<file path="src/rtl/dot_update_scheduler.sv">
// Buffers processor dot-position writes and replays them to the display registers
// only during vertical blanking, then acknowledges the frame to the processor.
module dot_update_scheduler #(
   parameter int NUM_DOTS   = 20,
   parameter int FIFO_DEPTH = 32,
   parameter int ID_WIDTH   = 5,
   parameter int X_MAX      = 639,
   parameter int Y_MAX      = 479
) (
   input  logic                          clk,
   input  logic                          reset,
   input  logic                          dotWren,
   input  logic                          is_Yloc,
   input  logic [31:0]                   dotID,
   input  logic [31:0]                   dotLoc,
   output logic                          wr_ready,
   input  logic                          screenEnd,
   output logic                          commit_valid,
   output logic                          commit_is_y,
   output logic [ID_WIDTH-1:0]           commit_id,
   output logic [9:0]                    commit_loc,
   output logic                          frame_ack,
   output logic [$clog2(FIFO_DEPTH):0]   pending,
   output logic                          err_overflow,
   output logic                          err_bad_id,
   output logic                          err_late,
   output logic [15:0]                   frame_count
);

   localparam int AW = $clog2(FIFO_DEPTH);
   localparam int EW = 1 + ID_WIDTH + 10;
   localparam logic [AW:0]   CNT_ONE  = (AW+1)'(1);
   localparam logic [AW:0]   CNT_FULL = (AW+1)'(FIFO_DEPTH);
   localparam logic [AW-1:0] PTR_ONE  = AW'(1);

   typedef enum logic [1:0] {IDLE, DRAIN, ACK} state_t;

   state_t          state, next_state;
   logic [EW-1:0]   mem [FIFO_DEPTH];
   logic [AW-1:0]   wr_ptr, rd_ptr;
   logic [AW:0]     count, budget;
   logic            screen_q, screen_edge;
   logic            bad_id, full, push, pop, load_budget;
   logic [9:0]      loc_clamped;

   assign screen_edge = screenEnd & ~screen_q;
   assign bad_id      = (dotID >= 32'(NUM_DOTS));
   assign full        = (count == CNT_FULL);
   assign pop         = (state == DRAIN);
   // A pop in the same cycle frees a slot, so a full FIFO still accepts the push
   assign push        = dotWren & ~bad_id & (~full | pop);
   assign wr_ready    = ~full;
   assign pending     = count;

   always_comb begin
      loc_clamped = dotLoc[9:0];
      if (is_Yloc) begin
         if (dotLoc > 32'(Y_MAX)) loc_clamped = 10'(Y_MAX);
      end else begin
         if (dotLoc > 32'(X_MAX)) loc_clamped = 10'(X_MAX);
      end
   end

   always_comb begin
      next_state  = state;
      load_budget = 1'b0;
      case (state)
         IDLE: begin
            if (screen_edge) begin
               load_budget = 1'b1;
               next_state  = (count != '0) ? DRAIN : ACK;
            end
         end
         DRAIN:   if (budget == CNT_ONE) next_state = ACK;
         ACK:     next_state = IDLE;
         default: next_state = IDLE;
      endcase
   end

   always_ff @(posedge clk) begin
      if (push) mem[wr_ptr] <= {is_Yloc, dotID[ID_WIDTH-1:0], loc_clamped};
   end

   always_ff @(posedge clk) begin
      if (reset) begin
         state        <= IDLE;
         wr_ptr       <= '0;
         rd_ptr       <= '0;
         count        <= '0;
         budget       <= '0;
         screen_q     <= 1'b0;
         commit_valid <= 1'b0;
         commit_is_y  <= 1'b0;
         commit_id    <= '0;
         commit_loc   <= '0;
         frame_ack    <= 1'b0;
         frame_count  <= '0;
         err_overflow <= 1'b0;
         err_bad_id   <= 1'b0;
         err_late     <= 1'b0;
      end else begin
         state    <= next_state;
         screen_q <= screenEnd;
         // Budget is the occupancy before this cycle's push, so late writes wait a frame
         if (load_budget)  budget <= count;
         else if (pop)     budget <= budget - CNT_ONE;
         if (push) wr_ptr <= wr_ptr + PTR_ONE;
         if (pop)  rd_ptr <= rd_ptr + PTR_ONE;
         if (push && !pop)      count <= count + CNT_ONE;
         else if (pop && !push) count <= count - CNT_ONE;
         commit_valid <= pop;
         if (pop) {commit_is_y, commit_id, commit_loc} <= mem[rd_ptr];
         frame_ack <= (state == ACK);
         if (state == ACK) frame_count <= frame_count + 16'd1;
         if (dotWren && bad_id)                 err_bad_id   <= 1'b1;
         if (dotWren && !bad_id && full && !pop) err_overflow <= 1'b1;
         if (screen_edge && state != IDLE)      err_late     <= 1'b1;
      end
   end

endmodule

</file>
<file path="config.mk">
export PLATFORM = sky130hd
export DESIGN_NAME = dot_update_scheduler
export DESIGN_NICKNAME = d
export VERILOG_FILES = /design/src/rtl/dot_update_scheduler.sv
export SDC_FILE = /design/constraint.sdc
export NUM_CORES = 1
export LEC_CHECK = 0
export BUFFER_PORTS_ARGS = -buffer_cell sky130_fd_sc_hd__buf_2
export CAP_MARGIN = 40
export CORE_MARGIN = 2
export CORE_UTILIZATION = 38
export CTS_BUF_LIST = sky130_fd_sc_hd__clkbuf_8 sky130_fd_sc_hd__clkbuf_16
export DETAILED_ROUTE_END_ITERATION = 12
export SETUP_SLACK_MARGIN = 0.05
export SYNTH_ARGS = -nofsm -noshare
export SYNTH_HDL_FRONTEND = slang
export SYNTH_SLANG_ARGS = --single-unit
</file>
<file path="constraint.sdc">
create_clock -name clk -period 8.4 [get_ports clk]
set_input_delay 0 -clock clk [delete_from_list [all_inputs] [get_ports clk]]
set_output_delay 0 -clock clk [all_outputs]
set_load 0.02 [all_outputs]
</file>
# Word level (Yosys, flattened, before mapping)
# Memory sizes are Yosys's and may differ from the RTL's. A register that Yosys moved wholly into a read port is not among the register bits.
# Index checks and enable logic that the tools add are counted.
[word_totals] ff_bits=46 latchBits=0 mem_bits_rw=512 mem_bits_ro=0 in_bits=69 output_inout_bits=44 n_memories=1
[mem_list] memory="mem" words=32 word_bits=16 rd=1 rd_ports_with_merged_regs=1 wr=1 line="39" text="logic [EW-1:0] mem [FIFO_DEPTH];"
[op_classes] n_addsub=6 mul=0 div=0 magnitude_cmp=3 eq_ne=6 shifts=0 n_mux=15 bitwise=7 reduce_logical=16
[ops] cell=">= comparator 32 x 5 -> 1 bit (second input constant)" count=1
[ops] cell="greater-than comparator 32 x 10 -> 1 bit (second input constant)" count=1
[ops] cell="greater-than comparator 32 x 9 -> 1 bit (second input constant)" count=1
[ops] cell="two-way mux 10 bit" count=3
[ops] cell="two-way mux 6 bit" count=4
[ops] cell="adder 16 x 1 -> 16 bit (second input constant)" count=1
[ops] cell="subtractor 6 x 1 -> 6 bit (second input constant)" count=2
[ops] cell="adder 5 x 1 -> 5 bit (second input constant)" count=2
[ops] cell="logical AND 1 bit" count=7
[ops] cell="adder 6 x 1 -> 6 bit (second input constant)" count=1
[ops] cell="equality test 6 x 1 -> 1 bit (second input constant)" count=1
[ops] cell="equality test 6 bit (second input constant)" count=1
[ops] cell="two-way mux 2 bit" count=3
[ops] cell="nonzero test 2 bit" count=3
[ops] cell="nonzero test 6 bit" count=1
[ops] cell="two-way mux 1 bit" count=4
[ops] cell="one-hot mux 2 bit (2 select lines)" count=1
[ops] cell="bitwise AND 1 bit" count=3
[ops] cell="zero test 1 bit" count=3
[ops] cell="inverter 1 bit" count=3
[ops] cell="equality test 2 x 1 -> 1 bit (second input constant)" count=1
[ops] cell="equality test 2 bit (second input constant)" count=1
[ops] cell="zero test 2 bit" count=1
[ops] cell="!= test 2 x 1 -> 1 bit (second input constant)" count=1
[ops] cell="3 further kinds" count=3

# Longest topological paths before layout
[depth] word_depth=8 depth_mapped=13

# Worst setup path before layout
# Ideal clock, no wire load.
[synth_path] kind="flip-flop to flip-flop" startpoint="register count[1], in the netlist pending[1]" endpoint="register count[5], in the netlist pending[5]" setup_ns=0.070 arrival_ns=3.085 required_time_ns=8.330 path_slack_ns=5.245 stages_incl_launch_ff=13 n_path_buf=0 synth_period_minus_slack_ns=3.155 cell_sequence="dfxtp_1 > or4_4 > or4b_4 > nand4_4 > inv_6 > ha_1 > inv_1 > ha_1 > a21o_1 > a21oi_1 > o21ai_0 > a31o_2 > a21oi_1"
[synth_via] elab_chain_len=7 word_cells_on_any_way=12 cone_classes="2 x add/sub; 1 x eq/ne; 2 x mux; 3 x bitwise; 4 x reduce/logical"
[synth_rtl] item="start, declared" line="41" text="logic [AW:0] count, budget;"
[synth_rtl] item="start signal, assigned" line="109" text="if (push && !pop) count <= count + CNT_ONE;"
[synth_rtl] item="start signal, assigned" line="110" text="else if (pop && !push) count <= count - CNT_ONE;"
[synth_rtl] item="equality test 6 bit (*)" line="48" text="assign full = (count == CNT_FULL);"
[synth_rtl] item="inverter 1 bit (*)" line="51" text="assign push = dotWren & ~bad_id & (~full | pop);"
[synth_rtl] item="OR 1 bit (*)" line="51"
[synth_rtl] item="bitwise AND 1 bit (*)" line="51"
[synth_rtl] item="net push" line="43" text="logic bad_id, full, push, pop, load_budget;"
[synth_rtl] item="zero test 1 bit" line="110"
[synth_rtl] item="logical AND 1 bit" line="110"
[synth_rtl] item="nonzero test 2 bit (no line)"
# The timed path passes the listed nets; every way through them passes the cells marked *. The select of a mux whose other input is x is not followed.
# A chain may end at the register's enable or synchronous reset.

# Worst setup path after layout
[layout_path] startpoint="register state[0]" endpoint="register count[5], in the netlist pending[5]"
[layout_via] elab_chain_len=6 word_cells_on_any_way=9 cone_classes="1 x eq/ne; 1 x mux; 2 x bitwise; 5 x reduce/logical"
[layout_rtl] item="start, declared" line="38" text="state_t state, next_state;"
[layout_rtl] item="start signal, assigned" line="102" text="state <= next_state;"
[layout_rtl] item="equality test 2 x 1 -> 1 bit (*)" line="49" text="assign pop = (state == DRAIN);"
[layout_rtl] item="OR 1 bit (*)" line="51"
[layout_rtl] item="bitwise AND 1 bit (*)" line="51"
[layout_rtl] item="net push" line="43"
[layout_rtl] item="zero test 1 bit" line="110"
[layout_rtl] item="logical AND 1 bit" line="110"
[layout_rtl] item="nonzero test 2 bit (no line)"
# The timed path passes the listed nets; every way through them passes the cells marked *.

==> impl_metrics.csv <==
group,metric,value,unit
status,result_of_the_run,"finished clean",
grt,global_route.overflow_total,0,
finish,seq_area,16600,sq um
synthesis,synthesis.area,22400,sq um
routing,route.detailed.wl_per_inst,24.2,um
clocking,cts_resized,0,
routing,first_iter_violations,1025,
placed_design,place_hpwl,31800,um
power,fin_total_pwr,6.59,mW
placed_design,finalWeightedCongestion,0.797,
synthesis,dominantRegCellSynth,"sky130_fd_sc_hd__edfxtp_1",
clocking,htree_num_levels,2,
grt,first_pass_grt_wire_length,78900,um
grt,grt_antenna_before_repair,5,
synthesis,ys.warnings.count,0,
synthesis,post-synth-top-area-fraction,0.685,
clocking,cts.sink_count,574,
power,powerDensity,252,nW/um^2
routing,drtAntennaViolNets,0,
grt,grtUsageTotal,0.177,
finish,stdcell_count,2223,
setup_path,start_kind,"flop",
synthesis,synthesis.area_per_instance,18.3,sq um
clocking,clock_insertion_delay_at_the_later_pin_of_the_skew_report,630,ps
timing,achievable-frequency,291,MHz
power,vdd_drop_max,0.177,mV
power,static-leakage-power,8.95,nW
grt,grt_pass1_vias,12200,
synthesis,yosysSeqAreaShare,0.740,
timing,final.min_clock_period,3440,ps
placed_design,place_inst,2101,
synthesis,combinational_family_with_the_most_area_after_synthesis,"multiplexers",
placed_design,io_buffer_count,112,
die,io_pins,113,
setup_path,cp-end-kind,"flop",
clocking,cts_inserted_buffers,57,
synthesis,synth_common_cells,"512 x sky130_fd_sc_hd__edfxtp_1, 98 x sky130_fd_sc_hd__mux4_2, 83 x sky130_fd_sc_hd__nor2_1, 67 x sky130_fd_sc_hd__mux2i_1, 62 x sky130_fd_sc_hd__dfxtp_1",
setup_path,crit_path_cell_trace,"nor2b_1, or4b_4, nand4_4, inv_6, ha_1, inv_1, ha_1, a21o_1, a21oi_1, o21ai_0, a31o_2, a21oi_1",
synthesis,yosys.area.top_type,"sky130_fd_sc_hd__edfxtp_1",
clocking,cts_hold_buf,11,
die,die-area,61000,sq um
timing,timing.final.crit_share,0.410,
die,die-width,247,um
timing,fin_tns_setup,0,ps
setup_path,timing.critical_path.slowest_stage_cell,"sky130_fd_sc_hd__dfxtp_1",
setup_path,worstPathRequired,8920,ps
synthesis,synth_area_in_compound_gates,0.0506,
synthesis,synth_nets,1309,
timing,setup_repair_after_global_routing_missed_its_margin,"false",
synthesis,post_synth_mux_area_share,0.130,
finish,filler_cell_count,5014,
timing,max-slew-margin-rel,0.418,
clocking,path_clk_slew,60,ps
die,starting_density,0.382,
setup_path,max_stage_delay,600,ps
synthesis,synth_fa_ha_area_frac,0.00814,
clocking,cts_tree,"done",
clocking,max-clock-path-buffers,3,
grt,grt_start_max_net_pins,96,
routing,drt_pass1_iterations,5,
setup_path,critPathBufInv,2,
synthesis,synth.area.top_cells,"sky130_fd_sc_hd__edfxtp_1 69%, sky130_fd_sc_hd__mux4_2 9.8%, sky130_fd_sc_hd__dfxtp_1 5.5%, sky130_fd_sc_hd__mux2i_1 3.0%, sky130_fd_sc_hd__nor2_1 1.4%",
synthesis,yosys.cell_count.top_type,"sky130_fd_sc_hd__edfxtp_1",
finish,drive_gt1_frac,0.263,
synthesis,post_synth_num_cell_types,59,
routing,drcViolationCount,0,
setup_path,crit_type,"reg -> reg",
die,die_h,247,um
finish,post-route-util,0.446,
die,core.rowCount,89,
hold_path,timing.hold.worst.class,"in -> reg",
synthesis,post_synthesis_xor_xnor_area_fraction,0.00859,
synthesis,post_synth_simple_gate_area,0.0468,
clocking,cts.repair_timing.setup_buffer_count,0,
timing,final.setup_skew,28.3,ps
setup_path,critical-path-top-delay-family,"simple AND/OR/NAND/NOR gates",
routing,drt_wl_total,53800,um
finish,syn2layout_area_growth,16.6,%
job,max_cap_violations,0,
die,coreArea,58700,sq um
synthesis,postSynthCellCount,1226,
finish,multiInputGateArea,5490,sq um
timing,finalSetupViolCount,0,
synthesis,asyncSetResetFlopFracSynth,0,
setup_path,worstPathArrival,3960,ps
finish,num-nets-final,1482,
synthesis,total_of_flip_flops_plus_latches_after_synthesis,574,
routing,routed_via_density,5.45,
clocking,clock-root-buffer,"sky130_fd_sc_hd__clkbuf_16",
synthesis,synth-edff-count,512,
timing,timing.final.hold_violations,0,
timing,fin_worst_hold_slack,79.9,ps
setup_path,crit_path_max_fanout,15,
timing,timing.final.max_slew_violations,0,
timing,timing_worst_slew_pin_value,873,ps
routing,route.vias.total,12100,
==> area by class of cell <==
| cell class | instances | share of cell area |
|---|---|---|
| Clock buffer | 69 | 0.0612 |
| Sequential cell | 574 | 0.635 |
| Inverter | 14 | 0.00220 |
| Timing Repair Buffer | 178 | 0.0426 |
| Clock inverter | 39 | 0.0121 |
| Tap cell | 773 | 0.0369 |
| Antenna cell | 2 | 0.000191 |
| Multi-Input combinational cell | 574 | 0.210 |
==> power breakdown <==
group | internal [mW] | switching [mW]
combinational | 0.388 | 0.427
clock | 1.48 | 1.07
sequential | 3.13 | 0.0993
==> through the flow <==
step | cell area, sq um | setup slack (ps)
after floorplan | 22400 | 5240
after global placement | 24100 | 4830
after detailed placement | 24100 | 4980
after CTS | 26200 | 4960
after global routing | 26200 | 4630
final | 26200 | 4960
==> cell usage in the layout, fill, tap and decap left out, types with 6 or more instances in the layout <==
cell,count
sky130_fd_sc_hd__edfxtp_1,512
sky130_fd_sc_hd__buf_2,112
sky130_fd_sc_hd__mux4_2,98
sky130_fd_sc_hd__nor2_1,80
sky130_fd_sc_hd__mux2i_1,67
sky130_fd_sc_hd__dfxtp_1,60
sky130_fd_sc_hd__clkbuf_16,58
sky130_fd_sc_hd__buf_4,52
sky130_fd_sc_hd__nand2_1,47
sky130_fd_sc_hd__a21oi_1,33
sky130_fd_sc_hd__a22oi_1,31
sky130_fd_sc_hd__inv_1,26
sky130_fd_sc_hd__o22ai_1,17
sky130_fd_sc_hd__o221ai_1,16
sky130_fd_sc_hd__a211oi_1,16
sky130_fd_sc_hd__nor4_1,15
sky130_fd_sc_hd__a32o_1,15
sky130_fd_sc_hd__xnor2_1,15
sky130_fd_sc_hd__ha_1,13
sky130_fd_sc_hd__clkinv_2,13
sky130_fd_sc_hd__o21ai_0,12
sky130_fd_sc_hd__clkbuf_8,11
sky130_fd_sc_hd__dlygate4sd3_1,11
sky130_fd_sc_hd__nor3_1,9
sky130_fd_sc_hd__nand2b_1,9
sky130_fd_sc_hd__nor2b_1,8
sky130_fd_sc_hd__nand4_1,7
sky130_fd_sc_hd__xor2_1,7
sky130_fd_sc_hd__nand3_1,6
==> state kept, by name (all words and copies together) (netlist names), 2 cells and up <==
| register | flops |
|---|---|
| budget | 6 |
| rd_ptr | 5 |
| mem | 512 |
| commit_id | 5 |
| state | 2 |
| commit_loc | 10 |
| frame_count | 16 |
| pending | 6 |
| wr_ptr | 5 |
==> final timing paths <==
path,start,end,slack (ps),cells past startpoint
worst max-delay path,state[0],pending[5],4960,12
worst max register to register,state[0],pending[5],4960,12
worst min-delay path,dotLoc[3],mem[26][3],80,3
worst min register to register,err_bad_id,err_bad_id,450,2
==> tightest hold or removal path, cell delays in order <==
cell                       delay, ps
sky130_fd_sc_hd__buf_2           100
sky130_fd_sc_hd__nand2b_1        130
sky130_fd_sc_hd__buf_4           240
==> logic make-up (layout without fill, tap and decap cells) <==
logic type                 count (synthesis)  count (layout)
AOI/OAI and AO/OA                        159             159
xor gates and xnor gates                  22              22
adders and majority gates                 14              14
buffers and inverters                     78             300
DFF                                      574             574
muxes                                    168             168
other                                      0               2
and+or+nand+nor                          211             211
==> routing by layer <==
metal  global-route usage  vias up  part of all wire
met5                    0        -           0.00039
met4               0.0574        4             0.027
met3               0.0387       90             0.083
met2                0.289      499              0.48
met1                0.236     6187              0.41
li1                     -     5344                 -
Note: power is estimated with default switching activity, not from simulation.
